[config.mk]
export PLATFORM = sky130hd
export DESIGN_NAME = sync_fifo_param
export DESIGN_NICKNAME = d
export VERILOG_FILES = /design/src/rtl/shared_pkg.sv /design/src/rtl/fifo_mem.sv /design/src/rtl/sync_fifo_param.sv
export SDC_FILE = /design/constraint.sdc
export NUM_CORES = 1
export LEC_CHECK = 0
export ABC_CLOCK_PERIOD_IN_PS = 3700
export BUFFER_PORTS_ARGS = -buffer_cell sky130_fd_sc_hd__buf_2
export CAP_MARGIN = 20
export CORE_UTILIZATION = 45
export CTS_CLUSTER_DIAMETER = 30
export DETAILED_ROUTE_END_ITERATION = 8
export PLACE_DENSITY = 0.61
export SLEW_MARGIN = 20
export SYNTH_ARGS = -nofsm -noshare
export SYNTH_HDL_FRONTEND = slang
export SYNTH_SLANG_ARGS = --single-unit
[constraint.sdc]
create_clock -name clk -period 3.7 [get_ports clk]
set_input_delay 0.925 -clock clk [delete_from_list [all_inputs] [get_ports clk]]
set_output_delay 0.925 -clock clk [all_outputs]
set_load 0.005 [all_outputs]
[src/rtl/shared_pkg.sv]
// Shared types and default constants for the team's buffering primitives.
package shared_pkg;

  // Read-side presentation mode of the FIFO output stage
  typedef enum logic {
    FIFO_STD  = 1'b0,
    FIFO_FWFT = 1'b1
  } fifo_mode_e;

  localparam int unsigned FIFO_WIDTH = 16;
  localparam int unsigned FIFO_DEPTH = 8;

endpackage : shared_pkg

[src/rtl/fifo_mem.sv]
// WIDTH x DEPTH storage: one synchronous write port, one asynchronous read port.
module fifo_mem #(
  parameter int unsigned WIDTH = 16,
  parameter int unsigned DEPTH = 8,
  parameter int unsigned AW    = $clog2(DEPTH)
) (
  input  logic             clk,
  input  logic             wr_en,
  input  logic [AW-1:0]    wr_addr,
  input  logic [WIDTH-1:0] wr_data,
  input  logic [AW-1:0]    rd_addr,
  output logic [WIDTH-1:0] rd_data
);

  logic [WIDTH-1:0] mem [DEPTH];

  // Storage is deliberately unreset; validity is tracked by the pointers
  always_ff @(posedge clk) begin
    if (wr_en) begin
      mem[wr_addr] <= wr_data;
    end
  end

  // Asynchronous read of the addressed entry
  assign rd_data = mem[rd_addr];

endmodule : fifo_mem

[src/rtl/sync_fifo_param.sv]
// Parametrised single-clock FIFO with programmable levels, STD/FWFT read mode and flush.
module sync_fifo_param
  import shared_pkg::*;
#(
  parameter int unsigned WIDTH    = FIFO_WIDTH,
  parameter int unsigned DEPTH    = FIFO_DEPTH,
  parameter int unsigned AF_LEVEL = DEPTH - 1,
  parameter int unsigned AE_LEVEL = 1,
  parameter int unsigned FWFT     = 0
) (
  input  logic                       clk,
  input  logic                       rst_n,
  input  logic                       flush,
  input  logic                       wr_en,
  input  logic                       rd_en,
  input  logic [WIDTH-1:0]           data_in,
  output logic [WIDTH-1:0]           data_out,
  output logic                       data_valid,
  output logic                       wr_ack,
  output logic                       overflow,
  output logic                       underflow,
  output logic                       full,
  output logic                       empty,
  output logic                       almostfull,
  output logic                       almostempty,
  output logic [$clog2(DEPTH+1)-1:0] count
);

  localparam int unsigned PW = $clog2(DEPTH);
  localparam int unsigned CW = $clog2(DEPTH + 1);
  localparam fifo_mode_e  MODE = (FWFT != 0) ? FIFO_FWFT : FIFO_STD;

  logic [PW-1:0]    wr_ptr_q, wr_ptr_d;
  logic [PW-1:0]    rd_ptr_q, rd_ptr_d;
  logic [CW-1:0]    count_q, count_d;
  logic             wr_ack_q, wr_ack_d;
  logic             overflow_q, overflow_d;
  logic             underflow_q, underflow_d;
  logic             wr_accept, rd_accept;
  logic [WIDTH-1:0] rd_data;

  // Status flags straight from the registered occupancy
  assign full        = (count_q == CW'(DEPTH));
  assign empty       = (count_q == '0);
  assign almostfull  = (count_q >= CW'(AF_LEVEL));
  assign almostempty = (count_q <= CW'(AE_LEVEL));
  assign count       = count_q;

  // Flush suppresses both ports so nothing lands in memory during a clear
  assign wr_accept = wr_en && !full  && !flush;
  assign rd_accept = rd_en && !empty && !flush;

  fifo_mem #(
    .WIDTH (WIDTH),
    .DEPTH (DEPTH),
    .AW    (PW)
  ) u_mem (
    .clk     (clk),
    .wr_en   (wr_accept),
    .wr_addr (wr_ptr_q),
    .wr_data (data_in),
    .rd_addr (rd_ptr_q),
    .rd_data (rd_data)
  );

  // Next-state for pointers, occupancy and handshake pulses
  always_comb begin
    wr_ptr_d    = wr_ptr_q;
    rd_ptr_d    = rd_ptr_q;
    count_d     = count_q;
    wr_ack_d    = 1'b0;
    overflow_d  = 1'b0;
    underflow_d = 1'b0;
    if (flush) begin
      wr_ptr_d = '0;
      rd_ptr_d = '0;
      count_d  = '0;
    end else begin
      wr_ack_d    = wr_accept;
      overflow_d  = wr_en && !wr_accept;
      underflow_d = rd_en && !rd_accept;
      if (wr_accept) begin
        wr_ptr_d = (wr_ptr_q == PW'(DEPTH - 1)) ? '0 : wr_ptr_q + PW'(1);
      end
      if (rd_accept) begin
        rd_ptr_d = (rd_ptr_q == PW'(DEPTH - 1)) ? '0 : rd_ptr_q + PW'(1);
      end
      unique case ({wr_accept, rd_accept})
        2'b10:   count_d = count_q + CW'(1);
        2'b01:   count_d = count_q - CW'(1);
        default: count_d = count_q;
      endcase
    end
  end

  // Control state register
  always_ff @(posedge clk or negedge rst_n) begin
    if (!rst_n) begin
      wr_ptr_q    <= '0;
      rd_ptr_q    <= '0;
      count_q     <= '0;
      wr_ack_q    <= 1'b0;
      overflow_q  <= 1'b0;
      underflow_q <= 1'b0;
    end else begin
      wr_ptr_q    <= wr_ptr_d;
      rd_ptr_q    <= rd_ptr_d;
      count_q     <= count_d;
      wr_ack_q    <= wr_ack_d;
      overflow_q  <= overflow_d;
      underflow_q <= underflow_d;
    end
  end

  assign wr_ack    = wr_ack_q;
  assign overflow  = overflow_q;
  assign underflow = underflow_q;

  if (MODE == FIFO_FWFT) begin : g_fwft
    // Head word is presented as soon as it exists; zero while empty
    assign data_out   = empty ? '0 : rd_data;
    assign data_valid = !empty;
  end else begin : g_std
    logic [WIDTH-1:0] data_out_q, data_out_d;
    logic             data_valid_q, data_valid_d;

    // Capture the head word only on an accepted pop; hold otherwise
    always_comb begin
      data_out_d   = data_out_q;
      data_valid_d = rd_accept;
      if (rd_accept) begin
        data_out_d = rd_data;
      end
    end

    // Registered read output stage
    always_ff @(posedge clk or negedge rst_n) begin
      if (!rst_n) begin
        data_out_q   <= '0;
        data_valid_q <= 1'b0;
      end else begin
        data_out_q   <= data_out_d;
        data_valid_q <= data_valid_d;
      end
    end

    assign data_out   = data_out_q;
    assign data_valid = data_valid_q;
  end

endmodule : sync_fifo_param

==> results of run 1 <==
[routing by layer]
metal	share of wire [%]	routed length, um	global-route usage, %
met2	47	5830	28.7
met3	4.0	488	5.26
met1	45	5510	22.7
met5	0	0	0
met4	3.6	444	11.1
[where the power goes]
part,internal (uW),switching [uW]
Clock,928,650
Sequential,2060,182
Combinational,484,523
[final timing paths]
path	endpoint	slack [ns]
setup / recovery	empty	0.81
hold / removal	data_out[0]	0.47
setup reg to reg	u_mem.mem[6][9]	1.32
hold reg to reg	data_out[0]	0.47
max in group asynchronous	rd_ptr_q[0]	2.58
min in group asynchronous	count[2]	0.57
[synth_stat cells, drive strengths merged]
| master | instances | area share (%) |
|---|---|---|
| o221ai | 1 | 0.14 |
| nand4 | 1 | 0.098 |
| a31oi | 1 | 0.098 |
| nand3 | 20 | 1.8 |
| nor3 | 3 | 0.24 |
| o21ai | 2 | 0.16 |
| a22oi | 32 | 3.8 |
| o2111ai | 1 | 0.14 |
| nor2b | 3 | 0.29 |
| or2 | 1 | 0.098 |
| nand2b | 4 | 0.39 |
| nor4b | 1 | 0.14 |
| a211oi | 1 | 0.12 |
| or3b | 1 | 0.14 |
| xor2 | 1 | 0.14 |
| nand3b | 2 | 0.24 |
| edfxtp | 128 | 60 |
| nand4b | 1 | 0.14 |
| o21bai | 1 | 0.12 |
| dfrtp | 30 | 12 |
| nand2 | 46 | 2.7 |
| xnor2 | 3 | 0.41 |
| ha | 8 | 1.6 |
| mux2i | 65 | 10 |
| mux2 | 1 | 0.18 |
| buf | 17 | 1.6 |
| o211ai | 1 | 0.20 |
| a21oi | 6 | 0.47 |
| a21o | 1 | 0.14 |
| and2 | 2 | 0.20 |
| nor2 | 15 | 0.88 |
| or3 | 2 | 0.20 |
| inv | 7 | 0.41 |
| and2b | 1 | 0.14 |
| nor3b | 1 | 0.12 |
| clkbuf | 6 | 0.35 |
[cells by family (layout without fill, tap and decap cells)]
kind of cell	after synthesis	count (layout)	share of synthesized area, %
AO/OA/AOI/OAI	47	47	5.33
AND/OR/NAND/NOR	104	104	7.81
buffers and inverters	30	104	2.35
flip-flops	158	158	72.0
multiplexers	66	66	10.4
XOR/XNOR	4	4	0.549
adder cells (fa/ha/maj)	8	8	1.57
[sequential cells by signal, indices dropped and copies added, names as in the netlist]
| register | count |
|---|---|
| u_mem.mem | 128 |
| data_out | 16 |
| count | 4 |
| rd_ptr_q | 3 |
| wr_ptr_q | 3 |
| data_valid | 1 |
| overflow | 1 |
| underflow | 1 |
| wr_ack | 1 |
[cells in the final DEF, fill, tap and decap left out, types with 3 or more instances in the layout]
master	count
sky130_fd_sc_hd__nand2_1	45
sky130_fd_sc_hd__clkinvlp_4	3
sky130_fd_sc_hd__ha_1	8
sky130_fd_sc_hd__a22oi_1	32
sky130_fd_sc_hd__xnor2_1	3
sky130_fd_sc_hd__nand2b_1	4
sky130_fd_sc_hd__edfxtp_1	128
sky130_fd_sc_hd__nor2b_1	3
sky130_fd_sc_hd__nor2_1	15
sky130_fd_sc_hd__clkinv_2	6
sky130_fd_sc_hd__inv_1	5
sky130_fd_sc_hd__buf_2	48
sky130_fd_sc_hd__mux2i_1	65
sky130_fd_sc_hd__dfrtp_1	29
sky130_fd_sc_hd__nand3_1	19
sky130_fd_sc_hd__buf_4	16
sky130_fd_sc_hd__a21oi_1	6
sky130_fd_sc_hd__clkbuf_16	17
[tightest hold or removal path: cells and delay by family (launching register included)]
kind             cells  cell delay [ns]
and+or+nand+nor      2             0.10
DFF                  1             0.34
[stage by stage]
| step | total power (uW) | utilization [%] | area (um2) | setup slack (ns) | std cells |
|---|---|---|---|---|---|
| finish | 4830 | 53.5 | 7420 | 0.812 | 671 |
| CTS | 4860 | 53.3 | 7400 | 0.794 | 670 |
| detailed placement | 3280 | 49.4 | 6860 | 1.20 | 638 |
| global route | 5060 | 53.5 | 7420 | 0.684 | 671 |
| floorplan | 2970 | - | 6380 | 0.701 | 417 |
| global placement | 3260 | 49.4 | 6860 | 1.25 | 638 |
[layout make-up]
class                      count  area [um2]
fill                        1145        6460
sequential                   158        4600
multi-input combinational    229        1650
clock buffer                  19         443
timing repair buffer          65         388
tap                          180         225
clock inverter                13        98.8
inverter                       7        26.3
==> summary.txt, run 1 <==
Route
  • Total wire length after detailed routing: 12,300 um
  • Number of DRC violations after detailed routing: 2
  • Via total after detailed routing: 3,549
  • Routed via count divided by cell count: 5.29
  • Routed wire length per instance: 18.3 um
  • ANT nets after route: 0
  • Detailed Routing Iterations Pass 1: 8
  • Iteration-0 DRC count of the detailed router: 202

Place
  • Number of buffer cells added on primary ports: 48
  • Half-perimeter wire length after placement: 7450 um
  • Final GP Congestion: 0.779

Yosys
  • Syn. warnings: 0
  • Netlist cell types: 42
  • Part of the Yosys area used for sequential elements: 72.0%
  • Net count after synthesis: 446
  • Flip-flop and latch count after synthesis: 158
  • Mapped Avg Cell Area: 15.3 um2
  • Synthesized instance count: 417
  • Summed instance area of the synthesized netlist: 0.00638 mm2

Hold path
  • Type of the worst min-delay path: reg -> reg
  • Hold Path Origin: data_out[0]
  • Worst hold stages: 2

Global route
  • Overall overflow remaining after global route: 0
  • Largest net degree at the start of global routing: 67
  • Overall Global Routing Usage: 18.4%
  • Wire length of the first global-routing pass: 19,300 um
  • Number of antenna violations at the first check in global routing: 0
  • Vias in the first global route: 3,704

STA
  • Setup repair after global routing missed its margin: false
  • Highest achievable clock rate: 346 MHz
  • Worst slew pin tran: 0.839 ns
  • Final total negative setup slack: 0 ns
  • Setup Viol. Count Final: 0
  • Min cycle time layout: 2.89 ns
  • Pins Over Slew Limit: 0
  • Fin Hold WS: 0.471 ns
  • Max-slew headroom at the worst pin: 44.0%
  • Part of the cycle the worst path needs: 78.1%
  • Final Hold Vio Count: 0
  • Worst setup skew after layout: 0.00568 ns

Floorplan
  • Die extent in y: 121 um
  • Io pins: 49
  • Die X-Extent: 121 um
  • # rows: 43
  • Floorplan Core Area: 0.0139 mm2
  • Initial core utilization: 46.0%
  • Die footprint: 0.0147 mm2

Setup path
  • Worst endpoint required time: 2.77 ns
  • Data arrival at the endpoint of the critical path: 1.96 ns
  • Critical path's slowest cell: sky130_fd_sc_hd__or3b_1
  • Worst setup path class: reg -> out
  • Critical Path Sink Type: primary output
  • Reg-to-reg startpoint: count[1]
  • Family with the most delay on the worst path: simple AND/OR/NAND/NOR gates
  • CP Depth: 5
  • Crit path launch type: flip-flop
  • Cells traversed along the worst timing path: inv_1 > ha_1 > or3b_1 > inv_2 > buf_2
  • Launching instance or port of the critical path: count[1]
  • Buffer and inverter count on the worst path: 3
  • Crit path largest cell delay: 0.50 ns
  • Worst r2r path cells: 7
  • Worst-path fanout max: 9

Clock network
  • Number of hold buffers added after cts: 0
  • Clock Latency Late Sink: 0.42 ns
  • Number of post-CTS setup repair buffers: 0
  • Depth of the CTS H-tree: 4
  • Clock sinks: 158
  • CTS tree: yes
  • CTS max path bufs: 2
  • Clock root buffer master: sky130_fd_sc_hd__clkbuf_16
  • Num CTS Buffers: 17
  • Register clock-pin slew on the reported worst setup and hold paths: 0.06 ns
  • Count of cells resized by post-cts repair: 0

Final layout
  • N_diodes: 0
  • Syn-to-layout area delta: 16.4%
  • Final net count: 507
  • Share of layout cells above drive strength 1: 21.4%

Run status
  • Violated checks: design-rule violations
  • Status: finished with violations

Flow run
  • Max cap viols: 0

Pwr
  • Leakage power: 0.00275 uW
  • Power density relative to cell area: 650 mW/mm2
  • VDD IR-drop max: 0.364 mV
Power figures use the tool's default switching activity.
==> run 2, diff against run 1 <==
ABC_CLOCK_PERIOD_IN_PS = 2500   (was 3700)
PLACE_DENSITY = 0.63   (was 0.61)
clock period = 2.5 ns   (was 3.7 ns; I/O delays follow)
==> summary.txt, run 2 (same netlist as run 1, synthesis figures left out) <==
Run status
  • Status: finished, final reports clean (was finished with violations)

Floorplan
  • Die X-Extent: 121 um (unchanged)
  • Die extent in y: 121 um (unchanged)
  • Io pins: 49 (unchanged)
  • Floorplan Core Area: 0.0139 mm2 (unchanged)
  • Initial core utilization: 46.0% (unchanged)
  • # rows: 43 (unchanged)
  • Die footprint: 0.0147 mm2 (unchanged)

Pwr
  • Combinational Power Share: 22.4% (was 20.9%)
  • Proportion of power drawn by the clock network: 31.9% (was 32.7%)
  • Switching Fraction: 28.2% (was 28.1%)
  • VDD IR-drop max: 0.456 mV (was 0.364 mV)
  • Leakage power: 0.00279 uW (was 0.00275 uW)
  • Seq pwr share: 45.7% (was 46.5%)
  • Total internal power: 5240 uW (was 3470 uW)
  • Net load switching power: 2050 uW (was 1360 uW)
  • Overall power consumption: 7290 uW (was 4830 uW)
  • Power density relative to cell area: 972 mW/mm2 (was 650 mW/mm2)

Clock network
  • Depth of the CTS H-tree: 4 (unchanged)
  • Register clock-pin slew on the reported worst setup and hold paths: 0.06 ns (about the same)
  • Clock Latency Late Sink: 0.43 ns (was 0.42 ns)
  • CTS max path bufs: 2 (unchanged)
  • Clock sinks: 158 (unchanged)
  • Num CTS Buffers: 17 (unchanged)
  • Clock root buffer master: sky130_fd_sc_hd__clkbuf_16 (unchanged)
  • CTS tree: yes (unchanged)

Setup path
  • Critical Path Sink Type: primary output (unchanged)
  • Launching instance or port of the critical path: count[0] (was count[1])
  • Worst setup path class: reg -> out (unchanged)
  • Reg-to-reg startpoint: count[0] (was count[1])
  • Worst-path fanout max: 7 (was 9)
  • Data arrival at the endpoint of the critical path: 1.76 ns (was 1.96 ns)
  • Worst r2r path cells: 8 (was 7)
  • Worst endpoint required time: 1.88 ns (was 2.77 ns)
  • Crit path launch type: flip-flop (unchanged)

Global route
  • Largest net degree at the start of global routing: 35 (was 67)
  • Number of antenna violations at the first check in global routing: 0 (unchanged)
  • Wire length of the first global-routing pass: 21,000 um (was 19,300 um)
  • Vias in the first global route: 3,724 (was 3,704)
  • Overall overflow remaining after global route: 0 (unchanged)
  • Overall Global Routing Usage: 20.2% (was 18.4%)

STA
  • Worst-case setup margin in the final layout: 0.115 ns (was 0.812 ns)
  • Max-slew headroom at the worst pin: 59.1% (was 44.0%)
  • Highest achievable clock rate: 419 MHz
  • Worst setup skew after layout: 0.0133 ns (was 0.00568 ns)
  • Final Hold Vio Count: 0 (unchanged)
  • Worst slew pin tran: 0.613 ns (was 0.839 ns)
  • Pins Over Slew Limit: 0 (unchanged)
  • Min cycle time layout: 2.39 ns
  • Setup Viol. Count Final: 0 (unchanged)
  • Part of the cycle the worst path needs: 95.4%
  • Final total negative setup slack: 0 ns (unchanged)
  • Setup repair after global routing missed its margin: false (unchanged)

Final layout
  • Layout Cells excl Fill: 684 (was 671)
  • Leading cell type in the layout, fill and taps excluded: sky130_fd_sc_hd__edfxtp_1 (unchanged)
  • Register bank with the most flops: u_mem.mem (unchanged)
  • Max reg flops: 128 (unchanged)
  • Share of layout cells above drive strength 1: 23.7% (was 21.4%)
  • Commonest cells after routing, fill and taps aside: sky130_fd_sc_hd__edfxtp_1 (128), sky130_fd_sc_hd__mux2i_1 (65), sky130_fd_sc_hd__buf_2 (48) (unchanged)
  • Final net count: 519 (was 507)
  • Syn-to-layout area delta: 17.6% (was 16.4%)

Route
  • Number of DRC violations after detailed routing: 0 (was 2)
  • Top Metal Used: met4 (unchanged)
  • Iteration-0 DRC count of the detailed router: 293 (was 202)
  • Via total after detailed routing: 3,681 (was 3,549)
  • Detailed Routing Iterations Pass 1: 6 (was 8)
  • Routed wire length per instance: 19.6 um (was 18.3 um)
  • Wire length on met2: 6700 um (was 5830 um)
  • Length of routed wiring on met1: 5890 um (was 5510 um)
  • Routed via count divided by cell count: 5.38 (was 5.29)
  • Met3 layer wire length in the routed design: 678 um (was 488 um)
  • Total wire length after detailed routing: 13,400 um (was 12,300 um)
  • ANT nets after route: 0 (unchanged)

Place
  • Final GP Congestion: 0.856 (was 0.779)
  • Placement-stage worst setup slack: 0.271 ns (was 1.20 ns)
  • Cell count after placement: 646 (was 638)
  • Half-perimeter wire length after placement: 8300 um (was 7450 um)
  • Number of buffer cells added on primary ports: 48 (unchanged)

Hold path
  • Type of the worst min-delay path: in -> async (was reg -> reg)

Flow run
  • Max cap viols: 0 (unchanged)
run 2: changes by cell type in the layout (fill, tap and decap cells not counted), sizes merged:
cell,change
buf,+12
clkbuf,+3
clkinv,-1
clkinvlp,-2
diode,+1
run 2: worst max-delay path: stages, from the launching register on:
cell	delay (ns)
sky130_fd_sc_hd__dfrtp_2	0.45
sky130_fd_sc_hd__inv_2	0.09
sky130_fd_sc_hd__ha_2	0.21
sky130_fd_sc_hd__or3b_4	0.41
sky130_fd_sc_hd__inv_2	0.07
sky130_fd_sc_hd__buf_2	0.10
run 2: routing by layer:
metal	vias to the layer above	GRT usage (%)
met3	14	4.61
li1	1714	-
met4	0	9.18
met5	-	0
met1	1859	27.1
met2	94	31.4
run 2: worst paths after layout:
| kind | end | slack (ns) |
|---|---|---|
| setup / recovery | empty | 0.11 |
| hold / removal | count[2] | 0.09 |
| setup reg to reg | count[3] | 0.36 |
| hold reg to reg | data_out[7] | 0.47 |
| max in group asynchronous | data_out[9] | 1.88 |
| min in group clk | wr_ptr_q[0] | 0.41 |
run 2: layout make-up:
type / count / area (um2)
fill: 1159 / 6380
sequential: 158 / 4600
multi-input combinational: 229 / 1650
timing repair buffer: 77 / 470
clock buffer: 22 / 454
tap: 180 / 225
clock inverter: 10 / 73.8
inverter: 7 / 26.3
antenna: 1 / 2.50
run 2: per-stage QoR:
step	cell area, um2	utilization [%]	hold WS [ns]
floorplan	6390	-	0.329
global placement	6930	49.9	0.459
detailed placement	6930	49.9	0.467
CTS	7460	53.7	0.0978
global route	7500	54.0	0.103
finish	7500	54.1	0.0934
run 2: repair_timing:
item,4_1_cts,5_1_grt
gates resized for setup,3,3
hold buffers,0,0
pin swaps,0,0
buffers inserted,0,5
hold endpoints to repair,0,0
endpoints found under the setup margin,1,1
run 2: power groups by stage:
stage	Sequential (uW)	Clock, uW	Combinational (uW)
global placement	3380	0	1500
CTS	3340	2370	1550
floorplan	3220	0	1180
finish	3330	2330	1630
detailed placement	3390	0	1530
global route	3370	2500	1790
